<file path="src/rtl/nios_blink_mem_loader.sv">
// Byte-stream to 32-bit RAM loader.
// Packs an incoming byte stream little-endian into words and writes each word
// to the RAM slave. The processor is held off the memory while a load runs.
module nios_blink_mem_loader #(
    parameter int ADDR_W = 13,
    parameter int DEPTH  = 5120
) (
    input  logic              clk,
    input  logic              reset_n,
    input  logic              start,
    input  logic [7:0]        in_data,
    input  logic              in_valid,
    input  logic              in_eop,
    output logic              in_ready,
    output logic [ADDR_W-1:0] mem_address,
    output logic [3:0]        mem_byteenable,
    output logic              mem_chipselect,
    output logic              mem_write,
    output logic [31:0]       mem_writedata,
    output logic              cpu_reset_req,
    output logic              done,
    output logic              overflow,
    output logic [ADDR_W:0]   words_written
);

    typedef enum logic [1:0] {IDLE, FILL, WRITE, DONE} state_t;

    localparam logic [ADDR_W-1:0] LAST_ADDR = ADDR_W'(DEPTH - 1);
    localparam logic [ADDR_W-1:0] ADDR_ONE  = {{(ADDR_W-1){1'b0}}, 1'b1};
    localparam logic [ADDR_W:0]   WORD_ONE  = {{ADDR_W{1'b0}}, 1'b1};

    state_t            state_q, state_d;
    logic [ADDR_W-1:0] addr_q, addr_d;
    logic [1:0]        lane_q, lane_d;
    logic [3:0]        be_q, be_d;
    logic [31:0]       data_q, data_d;
    logic [ADDR_W:0]   words_q, words_d;
    logic              eop_q, eop_d;
    logic              done_q, done_d;
    logic              ovf_q, ovf_d;

    // Outputs decode directly from registered state, so none of them is combinational on inputs.
    assign in_ready       = (state_q == FILL);
    assign mem_chipselect = (state_q == WRITE);
    assign mem_write      = (state_q == WRITE);
    assign cpu_reset_req  = (state_q == FILL) || (state_q == WRITE);
    assign mem_address    = addr_q;
    assign mem_byteenable = be_q;
    assign mem_writedata  = data_q;
    assign done           = done_q;
    assign overflow       = ovf_q;
    assign words_written  = words_q;

    // Next-state logic: byte packing, word write sequencing and load termination.
    always_comb begin
        state_d = state_q;
        addr_d  = addr_q;
        lane_d  = lane_q;
        be_d    = be_q;
        data_d  = data_q;
        words_d = words_q;
        eop_d   = eop_q;
        done_d  = done_q;
        ovf_d   = ovf_q;

        case (state_q)
            IDLE, DONE: begin
                if (start) begin
                    state_d = FILL;
                    addr_d  = '0;
                    lane_d  = 2'd0;
                    be_d    = 4'd0;
                    data_d  = 32'd0;
                    words_d = '0;
                    eop_d   = 1'b0;
                    done_d  = 1'b0;
                    ovf_d   = 1'b0;
                end
            end
            FILL: begin
                if (in_valid) begin
                    case (lane_q)
                        2'd0:    data_d[7:0]   = in_data;
                        2'd1:    data_d[15:8]  = in_data;
                        2'd2:    data_d[23:16] = in_data;
                        default: data_d[31:24] = in_data;
                    endcase
                    be_d[lane_q] = 1'b1;
                    lane_d       = lane_q + 2'd1;
                    if (lane_q == 2'd3 || in_eop) begin
                        state_d = WRITE;
                        eop_d   = in_eop;
                    end
                end
            end
            WRITE: begin
                words_d = words_q + WORD_ONE;
                if (eop_q) begin
                    state_d = DONE;
                    done_d  = 1'b1;
                end else if (addr_q == LAST_ADDR) begin
                    // Image does not fit: stop and refuse the rest of the stream.
                    state_d = DONE;
                    done_d  = 1'b1;
                    ovf_d   = 1'b1;
                end else begin
                    state_d = FILL;
                    addr_d  = addr_q + ADDR_ONE;
                    lane_d  = 2'd0;
                    be_d    = 4'd0;
                    data_d  = 32'd0;
                end
            end
            default: state_d = IDLE;
        endcase
    end

    // State register; asynchronous reset abandons any load in progress.
    always_ff @(posedge clk or negedge reset_n) begin
        if (!reset_n) begin
            state_q <= IDLE;
            addr_q  <= '0;
            lane_q  <= 2'd0;
            be_q    <= 4'd0;
            data_q  <= 32'd0;
            words_q <= '0;
            eop_q   <= 1'b0;
            done_q  <= 1'b0;
            ovf_q   <= 1'b0;
        end else begin
            state_q <= state_d;
            addr_q  <= addr_d;
            lane_q  <= lane_d;
            be_q    <= be_d;
            data_q  <= data_d;
            words_q <= words_d;
            eop_q   <= eop_d;
            done_q  <= done_d;
            ovf_q   <= ovf_d;
        end
    end

endmodule
</file>
<file path="config.mk">
export PLATFORM = sky130hd
export DESIGN_NAME = nios_blink_mem_loader
export DESIGN_NICKNAME = d
export VERILOG_FILES = /design/src/rtl/nios_blink_mem_loader.sv
export SDC_FILE = /design/constraint.sdc
export NUM_CORES = 1
export LEC_CHECK = 0
export ABC_AREA = 0
export CAP_MARGIN = 15
export CORE_MARGIN = 2
export CORE_UTILIZATION = 34
export CTS_CLUSTER_SIZE = 14
export DETAILED_ROUTE_END_ITERATION = 6
export HOLD_SLACK_MARGIN = 0.03
export PLACE_DENSITY_LB_ADDON = 0.12
export SLEW_MARGIN = 20
export SYNTH_ARGS = -nofsm -noshare
export SYNTH_HDL_FRONTEND = slang
export SYNTH_SLANG_ARGS = --single-unit
</file>
<file path="constraint.sdc">
create_clock -name clk -period 6.3 [get_ports clk]
set_clock_uncertainty 0.1 [all_clocks]
set_input_delay 1.26 -clock clk [delete_from_list [all_inputs] [get_ports clk]]
set_output_delay 1.26 -clock clk [all_outputs]
set_load 0.02 [all_outputs]
</file>
# Yosys cells after proc, flatten, opt, wreduce, memory -nomap -nowiden
# Index checks and enable logic that the tools add are counted.
dict set report classes {
  div 0
  n_reduce_logical 20
  mul 0
  magnitude_cmp 2
  n_addsub 3
  n_bitwise 1
  n_mux 42
  n_eq_ne 18
  n_shift 0
}
# operator n
set op_table {}
lappend op_table {{32-bit 2-to-1 mux} 4}
lappend op_table {{32-bit case mux with 3 select lines} 1}
lappend op_table {{13-bit 2-to-1 mux} 3}
lappend op_table {{8-bit 2-to-1 mux} 4}
lappend op_table {{14-bit case mux with 2 select lines} 1}
lappend op_table {{13-bit case mux with 2 select lines} 1}
lappend op_table {{5-bit AND reduction} 4}
lappend op_table {{2-bit 2-to-1 mux} 9}
lappend op_table {{4-bit 2-to-1 mux} 4}
lappend op_table {{4-bit AND reduction} 4}
lappend op_table {{14-bit by 1-bit adder with 14-bit output (second input constant)} 1}
lappend op_table {{14-bit 2-to-1 mux} 1}
lappend op_table {{13-bit by 1-bit adder with 13-bit output (second input constant)} 1}
lappend op_table {{13-bit equality test (second input constant)} 1}
lappend op_table {{2-bit case mux with 3 select lines} 2}
lappend op_table {{4-bit case mux with 3 select lines} 1}
lappend op_table {{2-bit by 1-bit inequality test with 1-bit output (second input constant)} 5}
lappend op_table {{2-bit inequality test (second input constant)} 5}
lappend op_table {{2-bit equality test (second input constant)} 4}
lappend op_table {{1-bit 2-to-1 mux} 7}
lappend op_table {{1-bit case mux with 2 select lines} 3}
lappend op_table {{3-bit AND reduction} 2}
lappend op_table {{2-bit by 1-bit equality test with 1-bit output (second input constant)} 2}
lappend op_table {{2-bit logical NOT} 2}
lappend op_table {{12 further kinds} 14}
dict set report totals {
  latch_bits 0
  word_cells 98
  mem_count 0
  ram_bits 0
  romBits 0
  ff_bits 70
}

# Longest topological paths before layout
# Gate-level depths: netlist (run 1).
dict set report logic_depth {
  ltp_word 7
  depth_mapped 9
  depth_no_buf 6
}

# Least setup slack after synthesis (run 1)
# Ideal clock, no wire load.
dict set report synth_path {
  kind {input port to flip-flop}
  start {in start}
  end {reg data_q[10], in the netlist mem_writedata[10]}
  t_required_ns 6.120
  path_slack_ns 3.807
  arrival_time_ns 2.313
  cell_stages 6
  n_path_buf 2
  cell_sequence {nand2b_1 and3_1 clkbuf_1 nand2_8 buf_12 o211ai_2}
}
dict set report synth_between {
  elab_chain_cells 2
}
# element line
set synth_lines {}
lappend synth_lines {{start: declaration} 10} ;# input logic start,
lappend synth_lines {{2-bit inequality test (no source line)} --}
lappend synth_lines {{5-bit AND reduction (no source line)} --}
lappend synth_lines {{end signal: assignment} 135} ;# data_q <= data_d;
lappend synth_lines {{end: declaration} 36} ;# logic [31:0] data_q, data_d;
# Every way passes these cells.
# A chain may end at the register's enable or synchronous reset.

# Worst setup path in the final report (run 1)
dict set report layout_path {
  start {reg state_q[1]}
  end {out in_ready}
}
dict set report layout_between {
  elab_chain_cells 1
}
# element line
set layout_lines {}
lappend layout_lines {{start: declaration} 32} ;# state_t state_q, state_d;
lappend layout_lines {{start signal: assignment} 131} ;# state_q <= state_d;
lappend layout_lines {{2-bit by 1-bit equality test with 1-bit output} 43} ;# assign in_ready = (state_q == FILL);
lappend layout_lines {{end: declaration} 14} ;# output logic in_ready,
# Every way passes these cells.

==> results.toml, run 1 <==
[timing]
timing.fmax_mhz = 285.2
worst_pin_slew_ns = 1.003
post-route-period-util_pct = 55.65
hold_viol = 0
rsz0062_at_grt = "no"
period_needed_ns = 3.506
slew_viol_final = 0
fin_ws_ns = 2.794
tns_ns = 0
setup_viol_count_final = 0
max_slew_margin_pct = 32.86

[clock_tree]
cts.htree.levels = 3
cts_buffer_depth = 2
clkLatencyLatePin_ns = 0.34
post-cts-setup-buffers = 0
post_cts_resized = 0
hold_buffers = 0
cts-root-buf = "clkbuf_8"
cts_tree = "built"
clkSlewWorstSetupHoldPaths_ns = 0.08
clock_sinks = 70
numCtsBuffers = 9

[worst_setup_path]
cp-start-kind = "register"
rr_startpoint = "state_q[1]$_DFFE_PN0P_"
cp_max_fo = 19
crit_chain = "inv_1 -> ha_1 -> clkdlybuf4s50_1"
endpoint_kind = "output port"
rr_worst_depth = 6
worst_ep_arrival_time_ns = 2.15
slowest_stage = "clkdlybuf4s50_1"
cp_top_family = "buffers and inverters"
crit_path_start = "state_q[1]$_DFFE_PN0P_"
reg2reg_slack_ns = 3.60
r2r_end = "eop_q$_DFFE_PN0P_"
critPathMaxStageDelay_ns = 0.73
crit_type = "register to output port"
critPathRequiredTime_ns = 4.94
path_buf_inv = 2

[hold_path]
hold_end = "overflow$_DFFE_PN0P_"
hold_start = "overflow$_DFFE_PN0P_"
worstHoldPathCells = 1
hold_path.class = "register to register"

[global_routing]
overflow = 0
antenna_found_initial = 0
grt_pass1_wl_um = 16520
grt_max_degree = 71
grt_pass1_vias = 3275
groute.usage.overall_pct = 17.70

[floorplanning]
num_rows = 38
core_region_area_um2 = 10840
start_util_pct = 34.95
num_io_pins = 82
dieArea_um2 = 12000
die_h_um = 109.6
fp.dieW_um = 109.6

[route]
wl_um = 10260
wire_per_inst_um = 16.71
firstDrtPassIters = 4
vias = 3321
ant_nets = 0
drc = 0
drtIter0Drc = 158
viasPerCell = 5.409

[place]
dp_slack_ns = 2.790
place_congestion = 0.7749
port_buffers = 81
dp_hpwl_um = 6816

[logic_synthesis]
yosys.area_share.xor_xnor_pct = 1.156
synth_nets = 420
yosys_warnings = 0
yosys.area.top_type = "dfrtp_1"
ys_ff_latch = 70
syn-cell-area_um2 = 3789
synth-edff-count = 0
synthDominantCellAreaShare_pct = 46.24
synthAdderAreaFrac_pct = 2.972
synthFlopType = "dfrtp_1"
async_flop_share_pct = 100.0
yosys.area_share.simple_pct = 20.11
synthDistinctLibCells = 53
syn_inst = 398
synth_compound_area_share_pct = 22.82
syn_avg_cell_area_um2 = 9.519
synth_mux_area_share_pct = 1.618
seq_area_frac_synth_pct = 46.24
synth_top_family_by_area = "compound AO/OA/AOI/OAI gates"
ys_top_cells_by_area = "dfrtp_1 (46%), nand2_1 (7.2%), o21ai_0 (6.3%)"

[pwr]
ir_worst_vdd_mv = 0.1779
power_frac_seq_pct = 33.2
p_clk_share_pct = 19.7
powerDensity_nw_per_um2 = 375.2
p_comb_share_pct = 47.1
p_leak_uw = 0.002047
p_int_uw = 1016
p_switching_uw = 802.0
netSwitchingFraction_pct = 44.12

[finish]
regArea_um2 = 1752
final_common_cell = "clkdlybuf4s50_1"
layout-drive-gt1-share_pct = 9.494
most-common-layout-cells = "clkdlybuf4s50_1 (80), nand2_1 (73), dfrtp_1 (70), o21ai_0 (48), nor2_1 (22)"
finalNetCount = 492
multiInputGateArea_um2 = 1858
area_delta_synth_final_pct = 27.91
diodes = 0
n_fill_cell = 1080

[job]
max-cap-violations = 0

[outcome]
status = "completed"
-- layout make-up --
class	instances	share of cell area (%)
repair buffers	85	17.33
clock inverters	6	1.317
inverters	9	0.6971
multi-input cells	295	38.34
well taps	140	3.615
flip-flops and latches	70	36.15
clock buffers	9	2.556
-- Yosys cell counts (2+ instances only) --
| library cell | number |
|---|---|
| a31oi_1 | 4 |
| clkbuf_2 | 2 |
| buf_6 | 2 |
| nor3b_1 | 2 |
| inv_1 | 9 |
| o211ai_1 | 6 |
| a211oi_1 | 3 |
| a22o_1 | 5 |
| nor4_1 | 2 |
| nor2_1 | 22 |
| buf_12 | 2 |
| mux2i_1 | 5 |
| o31ai_1 | 12 |
| nand2b_1 | 7 |
| a21oi_1 | 8 |
| clkbuf_1 | 9 |
| nor3_1 | 3 |
| dfrtp_1 | 70 |
| o21ai_0 | 48 |
| a211o_1 | 4 |
| buf_1 | 4 |
| nand2_1 | 73 |
| or4_1 | 4 |
| xor2_1 | 2 |
| ha_1 | 9 |
| o211ai_2 | 19 |
| or3_1 | 4 |
| buf_2 | 3 |
| o21a_1 | 2 |
| and4_1 | 3 |
| nand4_1 | 8 |
| xnor2_1 | 3 |
| and2_1 | 3 |
| and3_1 | 3 |
| nand3_1 | 15 |
-- state kept, by name, summed over array words and instances (netlist names) --
name            cells
done                1
eop_q               1
lane_q              2
mem_address        13
mem_byteenable      4
mem_writedata      32
overflow            1
state_q             2
words_written      14
-- routing by layer --
metal | vias up | share of wire [%] | global-route usage [%]
li1 | 1575 | - | -
met1 | 1647 | 48 | 24.28
met2 | 87 | 45 | 28.17
met3 | 12 | 5.0 | 2.786
met4 | 0 | 1.5 | 6.600
met5 | - | 0 | 0
-- cell families after synthesis --
logic type	after synthesis
simple gates	156
flops	70
compound gates	119
fa+ha+maj	9
buf+inv	33
mux	6
xor+xnor	5
-- power groups by stage --
stage                     Combinational [uW]  Sequential [uW]  Clock [uW]
after global placement                   853              611           0
final                                    856              603         359
after floorplan                          508              683           0
after CTS                                869              605         367
after detailed placement                 867              609           0
after global routing                     935              616         380
-- worst max path at each step --
stage / end / slack [ns] / cells past startpoint
2_1_floorplan: mem_writedata[10]$_DFFE_PN0P_ / 3.81 / 6
3_3_place_gp: mem_writedata[19]$_DFFE_PN0P_ / 2.50 / 5
3_5_place_dp: mem_address[8]$_DFFE_PN0P_ / 2.79 / 5
4_1_cts: in_ready / 2.76 / 3
5_1_grt: in_ready / 2.70 / 3
6_report: in_ready / 2.79 / 3
-- stage by stage --
step	instances	utilization (%)	total power, uW	hold slack, ns	instance area [um^2]
2_1_floorplan	398	-	1191	0.4046	3789
3_3_place_gp	598	42.82	1465	0.3773	4642
3_5_place_dp	598	42.87	1476	0.3893	4647
4_1_cts	613	44.60	1840	0.4051	4835
5_1_grt	614	44.70	1931	0.4350	4846
6_report	614	44.70	1818	0.4048	4846
No activity file was read; power rests on OpenSTA's default activity.
==> run 2: changes to the inputs <==
Clock period 6.3 ns to 2.87 ns, I/O delays scaled along.
==> results.toml, run 2 (synthesis results as in run 1) <==
[finish]
postLayoutCoreUtil_pct = 45.87
most-common-layout-cells = "clkdlybuf4s50_1 (80), nand2_1 (73), dfrtp_1 (70), o21ai_0 (48), nor2_1 (22)"
finalNetCount = 496
layout-drive-gt1-share_pct = 10.23
largest_reg_flops = 32
area_delta_synth_final_pct = 31.24
final_common_cell = "clkdlybuf4s50_1"
final_cell_area_um2 = 4972
diodes = 0

[route]
wl_um = 10480
ant_nets = 0
vias = 3317
drc = 0
firstDrtPassIters = 4
wire_per_inst_um = 16.93
drtIter0Drc = 199
viasPerCell = 5.359

[floorplanning]
fp.dieW_um = 109.6
dieArea_um2 = 12000
core_region_area_um2 = 10840
die_h_um = 109.6
num_io_pins = 82
num_rows = 38
start_util_pct = 34.95

[global_routing]
overflow = 0
grt_pass1_vias = 3287
groute.usage.overall_pct = 18.62
grt_pass1_wl_um = 17240
antenna_found_initial = 0
grt_max_degree = 71

[worst_setup_path]
rr_worst_depth = 6
cp_max_fo = 5
cp-start-kind = "register"
crit_type = "register to output port"
worst_ep_arrival_time_ns = 1.92
rr_startpoint = "state_q[0]$_DFFE_PN0P_"
endpoint_kind = "output port"
r2r_end = "mem_address[11]$_DFFE_PN0P_"
critPathRequiredTime_ns = 2.20
reg2reg_slack_ns = 0.41

[place]
place_congestion = 0.7911
dp_hpwl_um = 7100
dp_slack_ns = 0.2598
port_buffers = 81
placed_area_um2 = 4692

[timing]
tns_ns = 0
post-route-period-util_pct = 90.43
fin_ws_ns = 0.2747
timing.fmax_mhz = 385.3
holdWs_ns = 0.1209
max_slew_margin_pct = 45.77
setup_viol_count_final = 0
worst_pin_slew_ns = 0.8033
hold_viol = 0
period_needed_ns = 2.595
slew_viol_final = 0
rsz0062_at_grt = "no"

[clock_tree]
post-cts-setup-buffers = 0
cts.htree.levels = 3
hold_buffers = 0
clock_sinks = 70
post_cts_resized = 0
cts-root-buf = "clkbuf_8"
cts_tree = "built"
numCtsBuffers = 9
cts_buffer_depth = 2
clkLatencyLatePin_ns = 0.35
clkSlewWorstSetupHoldPaths_ns = 0.09

[pwr]
powerDensity_nw_per_um2 = 882.5
ir_worst_vdd_mv = 0.4313
p_leak_uw = 0.002114

[outcome]
status = "completed"

[hold_path]
hold_path.class = "primary input to async pin"

[job]
max-cap-violations = 0
==> run 2: changes by cell type in the layout (fill, tap and decap cells not counted), moves of 2 or more <==
cell	change
clkinvlp_4	-2
bufinv_16	+3
clkinv_2	-2
clkbuf_8	+2
buf_4	+4
==> run 2: worst max-delay path by stage <==
stage / from / endpoint / slack, ns / cells past startpoint
3_5_place_dp: start / mem_address[9]$_DFFE_PN0P_ / 0.26 / 5
4_1_cts: state_q[0]$_DFFE_PN0P_ / cpu_reset_req / 0.25 / 4
3_3_place_gp: start / mem_address[10]$_DFFE_PN0P_ / 0.31 / 5
2_1_floorplan: state_q[0]$_DFFE_PN0P_ / mem_writedata[10]$_DFFE_PN0P_ / 0.72 / 9
6_report: state_q[0]$_DFFE_PN0P_ / cpu_reset_req / 0.27 / 4
5_1_grt: state_q[0]$_DFFE_PN0P_ / cpu_reset_req / 0.18 / 4
==> run 2: layout make-up <==
cell class	instances	area, um^2
Timing Repair Buffer	89	878.3
Clock inverter	5	128.9
Inverter	9	33.78
Clock buffer	11	151.4
Fill cell	1046	5868
Sequential cell	70	1752
Multi-Input combinational cell	295	1853
Tap cell	140	175.2
==> run 2: power breakdown <==
part           switching, uW  internal, uW  total (uW)
clock network            415           715        1130
logic                   1230           708        1940
registers                150          1170        1320
total                   1790          2590        4390
==> run 2: worst max-delay path, cell delays in order (launching register included) <==
cell and delay (ns):
dfrtp_1 0.40, inv_1 0.06, ha_1 0.37, inv_1 0.12
clkdlybuf4s50_1 0.61
==> run 2: layer usage <==
layer	vias to the layer above	GRT usage, %	share of wire (%)
li1	1590	-	-
met1	1638	24.84	46
met2	80	30.25	47
met3	9	4.209	5.3
met4	0	5.425	1.1
met5	-	0	0
==> run 2: per-stage QoR <==
| stage | cells | total power (uW) |
|---|---|---|
| 6_report | 619 | 4388 |
| 5_1_grt | 619 | 4671 |
| 4_1_cts | 619 | 4423 |
| 3_5_place_dp | 603 | 3288 |
| 3_3_place_gp | 603 | 3263 |
| 2_1_floorplan | 398 | 2615 |
==> run 3: changes to the inputs <==
Settings changed: GPL_ROUTABILITY_DRIVEN set to 0, TNS_END_PERCENT set to 20.
==> results of run 3 <==
The final DEF is identical to that of run 2; final timing and power are the same.
